<file path="src/rtl/dm_access_stage_pkg.sv">
// Shared definitions for the data-memory access stage.
//   ASIZE / DSIZE / ISIZE : register-address, data and instruction-address widths used across
//                           the pipeline. Any other stage that needs them imports this package.
//   StIdle / StBusy       : encoding of the access FSM state.
package dm_access_stage_pkg;

  localparam int unsigned ASIZE = 5;
  localparam int unsigned DSIZE = 32;
  localparam int unsigned ISIZE = 32;

  localparam logic StIdle = 1'b0;
  localparam logic StBusy = 1'b1;

  // Write-back source select: link address, then load data, then the ALU result.
  function automatic logic [DSIZE-1:0] wb_select(input logic             jal,
                                                 input logic             use_rdata,
                                                 input logic [ISIZE-1:0] npc,
                                                 input logic [DSIZE-1:0] rdata,
                                                 input logic [DSIZE-1:0] aluout);
    if (jal) begin
      return DSIZE'(npc);
    end else if (use_rdata) begin
      return rdata;
    end
    return aluout;
  endfunction

endpackage

</file>
<file path="src/rtl/dm_access_stage_dm_wb_reg.sv">
// DM/WB pipeline register with bubble insertion.
//   clk, rst (async, active-low)
//   bubble                         : load an empty slot instead of the incoming op
//   wen_in, waddr_in, wb_data_in   : op leaving the access stage
//   wen_out, waddr_out, wb_data_out: registered op toward write-back
module dm_wb_reg
  import dm_access_stage_pkg::*;
(
  input  logic             clk,
  input  logic             rst,
  input  logic             bubble,
  input  logic             wen_in,
  input  logic [ASIZE-1:0] waddr_in,
  input  logic [DSIZE-1:0] wb_data_in,
  output logic             wen_out,
  output logic [ASIZE-1:0] waddr_out,
  output logic [DSIZE-1:0] wb_data_out
);

  always_ff @(posedge clk or negedge rst) begin
    if (!rst) begin
      wen_out     <= 1'b0;
      waddr_out   <= '0;
      wb_data_out <= '0;
    end else if (bubble) begin
      wen_out     <= 1'b0;
      waddr_out   <= '0;
      wb_data_out <= '0;
    end else begin
      wen_out     <= wen_in;
      waddr_out   <= waddr_in;
      wb_data_out <= wb_data_in;
    end
  end

endmodule

</file>
<file path="config.mk">
export PLATFORM = sky130hd
export DESIGN_NAME = dm_wb_reg
export DESIGN_NICKNAME = d
export VERILOG_FILES = /design/src/rtl/dm_access_stage_pkg.sv /design/src/rtl/dm_access_stage_dm_wb_reg.sv
export SDC_FILE = /design/constraint.sdc
export NUM_CORES = 1
export LEC_CHECK = 0
export CAP_MARGIN = 20
export CORE_AREA = 5 5 70 65
export CTS_BUF_LIST = sky130_fd_sc_hd__clkbuf_4
export DETAILED_ROUTE_END_ITERATION = 6
export DIE_AREA = 0 0 75 70
export PLACE_DENSITY_LB_ADDON = 0.15
export SLEW_MARGIN = 5
export SYNTH_ARGS = -nofsm -noshare
export SYNTH_HDL_FRONTEND = slang
export SYNTH_SLANG_ARGS = --single-unit
</file>
<file path="constraint.sdc">
create_clock -name clk -period 0.8 [get_ports clk]
set_input_delay 0.16 -clock clk [delete_from_list [all_inputs] [get_ports clk]]
set_output_delay 0.16 -clock clk [all_outputs]
set_load 0.02 [all_outputs]
</file>
==> impl_metrics.ini, run 1 <==
[sta]
drv_slew = 0
period_share_pct = 127
fin_crit_ns = 1.01
worst_pin_slew_ns = 0.241
final-setup-viol-count = 38
setup_ws_ns = -0.215
max_slew_margin_pct = 83.9
hold_violations = 0
rsz0062_at_grt = true
clock.fmax_ghz = 0.986
hold_slack_ns = 0.176

[floorplanning]
die-width_um = 75
fp.coreArea_sq_um = 3700
ios = 79
initial_utilization_pct = 37.9
die_h_um = 70
die-area_sq_um = 5250
num_rows = 21

[pwr]
p_sw_share_pct = 23.3
p_per_area_nw_per_um2 = 1610
leakagePower_nw = 1.15
pwr-share-comb_pct = 20.9
irDropWorstVdd_mv = 1.21
netSwitchingPower_mw = 0.880
clock_power_share_pct = 24.6
p_seq_share_pct = 54.5
internal-power_mw = 2.90

[cells_and_area]
final_area_sq_um = 2350
fin_cells = 212
antenna_cells = 0
drive_gt1_share_pct = 42.8
area_growth_pct = 67.7
fin_util_pct = 63.5
nets = 207

[worst_hold_path]
hold_depth = 2
hold_class = input pin to register

[cts]
clk_pin_slew_worst_paths_ns = 0.10
cts_buffers = 5
cts_setup_buffers = 0
cts_tree = done
cts.sinks = 38
htree_levels = 2
cts-root-buf = clkbuf_4
clock_path_buffers = 2

[logic_synthesis]
yosysTopAreaCellShare_pct = 67.8
synthCells = 80
syn_nets = 121
synth-seq-area-share_pct = 67.8
syn_area_per_cell_sq_um = 17.5
yosysTopAreaCell = dfrtp_1
yosys_warnings = 0
ys_seq_elements = 38
netlist_area_sq_um = 1400
synth.distinct_cells = 7
ys_top_cells_by_area = dfrtp_1 68%, nor2b_4 20%, nor2b_1 5.4%, and2b_1 3.2%, buf_12 2.9%

[grt]
use_met2_pct = 18.6
grt_antenna_before_repair = 0
grt_most_used_layer = met2
grt_max_degree = 39
met1_usage_pct = 12.3
grt_use_met3_pct = 5.60
grt_overflow = 0
grt_pass1_vias = 957
grt_use_total_pct = 11.6
grt_pass1_wl_mm = 4.51

[critical_path]
cp.depth = 1
worstPathRequired_ns = 0.64
crit_chain = buf_6
crit_fanout = 1
endpoint_kind = output pin
path_buf_inv = 1
critPathSlowestCell = dfrtp_1
arrival_ns = 0.85
critPathKind = register to output pin
slowest_delay_ns = 0.39
cp-start-kind = register
crit_family = flip-flops

[placement]
io_buffers = 78
dpl_cell_area_sq_um = 2240
placedCellCount = 204
pre_cts_slack_ns = -0.285
place_hpwl_mm = 2.06
gp_congestion = 0.663

[route]
final_antenna_net_count = 0
vias = 866
drt-total-wl_mm = 2.72
drtIter0Drc = 31
viasPerCell = 4.08
drc = 0
first_pass_iters = 2
wl_per_cell_um = 12.8

[run]
drv_cap = 0

[run_status]
violations = setup timing
status = finished with violations
-- cell usage after synthesis --
| cell type | number |
|---|---|
| dfrtp_1 | 38 |
| nor2b_4 | 20 |
| nor2b_1 | 12 |
| and2b_1 | 6 |
| buf_12 | 2 |
| buf_2 | 1 |
| buf_6 | 1 |
-- worst paths after layout --
kind                                      startpoint                        end
max                        wb_data_out[27]$_DFF_PN0_            wb_data_out[27]
min                                           bubble  wb_data_out[31]$_DFF_PN0_
max in group asynchronous                        rst   wb_data_out[7]$_DFF_PN0_
min in group asynchronous                        rst  wb_data_out[20]$_DFF_PN0_
-- metrics by stage --
stage          total power [mW]  TNS, ns
2_1_floorplan              2.41        0
3_3_place_gp               2.84   -10.10
3_5_place_dp               2.86   -10.61
4_1_cts                    3.86    -8.58
5_1_grt                    3.99    -9.69
6_report                   3.78    -7.53
-- metal layers --
metal,wire length (um),vias to the layer above,part of all wire [%]
met5,0,-,0
met4,58,0,2.1
met3,420,7,15
met2,1330,54,49
met1,914,396,34
li1,-,409,-
-- area by class of cell --
| type | instances | area, sq um |
|---|---|---|
| repair buffers | 83 | 896 |
| flip-flops and latches | 38 | 951 |
| fillers | 283 | 1350 |
| multi-input cells | 38 | 395 |
| clock buffers | 7 | 52.6 |
| well taps | 46 | 57.6 |
-- repair_timing --
item                                    4_1_cts  5_1_grt
gates cloned                                  0        0
hold endpoints to repair                     38        0
pin swaps                                     0        0
hold buffers                                  1        0
endpoints found under the setup margin       38       38
gates resized for setup                     228        0
-- sequential cells by signal, summed over array words and instances, names as in the netlist --
name / flops
wb_data_out: 32
waddr_out: 5
wen_out: 1
-- power by group through the flow --
stage / combinational (mW) / clock [mW] / sequential (mW)
CTS: 0.808 / 0.995 / 2.06
floorplan: 0.195 / 0 / 2.21
detailed placement: 0.783 / 0 / 2.08
finish: 0.790 / 0.929 / 2.06
global placement: 0.769 / 0 / 2.08
global route: 0.845 / 1.08 / 2.07
-- cells in the final DEF, fill, tap and decap left out --
master / netlist / final
and2b_1: 6 / 6
clkdlybuf4s50_1: 0 / 38
dfrtp_1: 38 / 38
buf_2: 1 / 2
dlygate4sd3_1: 0 / 1
buf_12: 2 / 3
nor2b_4: 20 / 20
buf_6: 1 / 38
clkbuf_4: 0 / 7
buf_4: 0 / 1
nor2b_1: 12 / 12
-- logic make-up (layout without fill, tap and decap cells) --
group / count (synthesis) / count (layout) / synth area share [%]
simple gates: 38 / 38 / 28.2
buf+inv: 4 / 90 / 4.01
flops: 38 / 38 / 67.8
No activity file was read; power rests on OpenSTA's default activity.
==> run 2: changes to the inputs <==
--- a/config.mk
+++ b/config.mk
@@ -5,6 +5,7 @@
 export SDC_FILE = /design/constraint.sdc
 export NUM_CORES = 1
 export LEC_CHECK = 0
+export ABC_CLOCK_PERIOD_IN_PS = 800
 export CAP_MARGIN = 20
 export CORE_AREA = 5 5 70 65
 export CTS_BUF_LIST = sky130_fd_sc_hd__clkbuf_4
==> results of run 2 <==
Same layout as run 1: the final DEF is identical, and so are final timing and power.
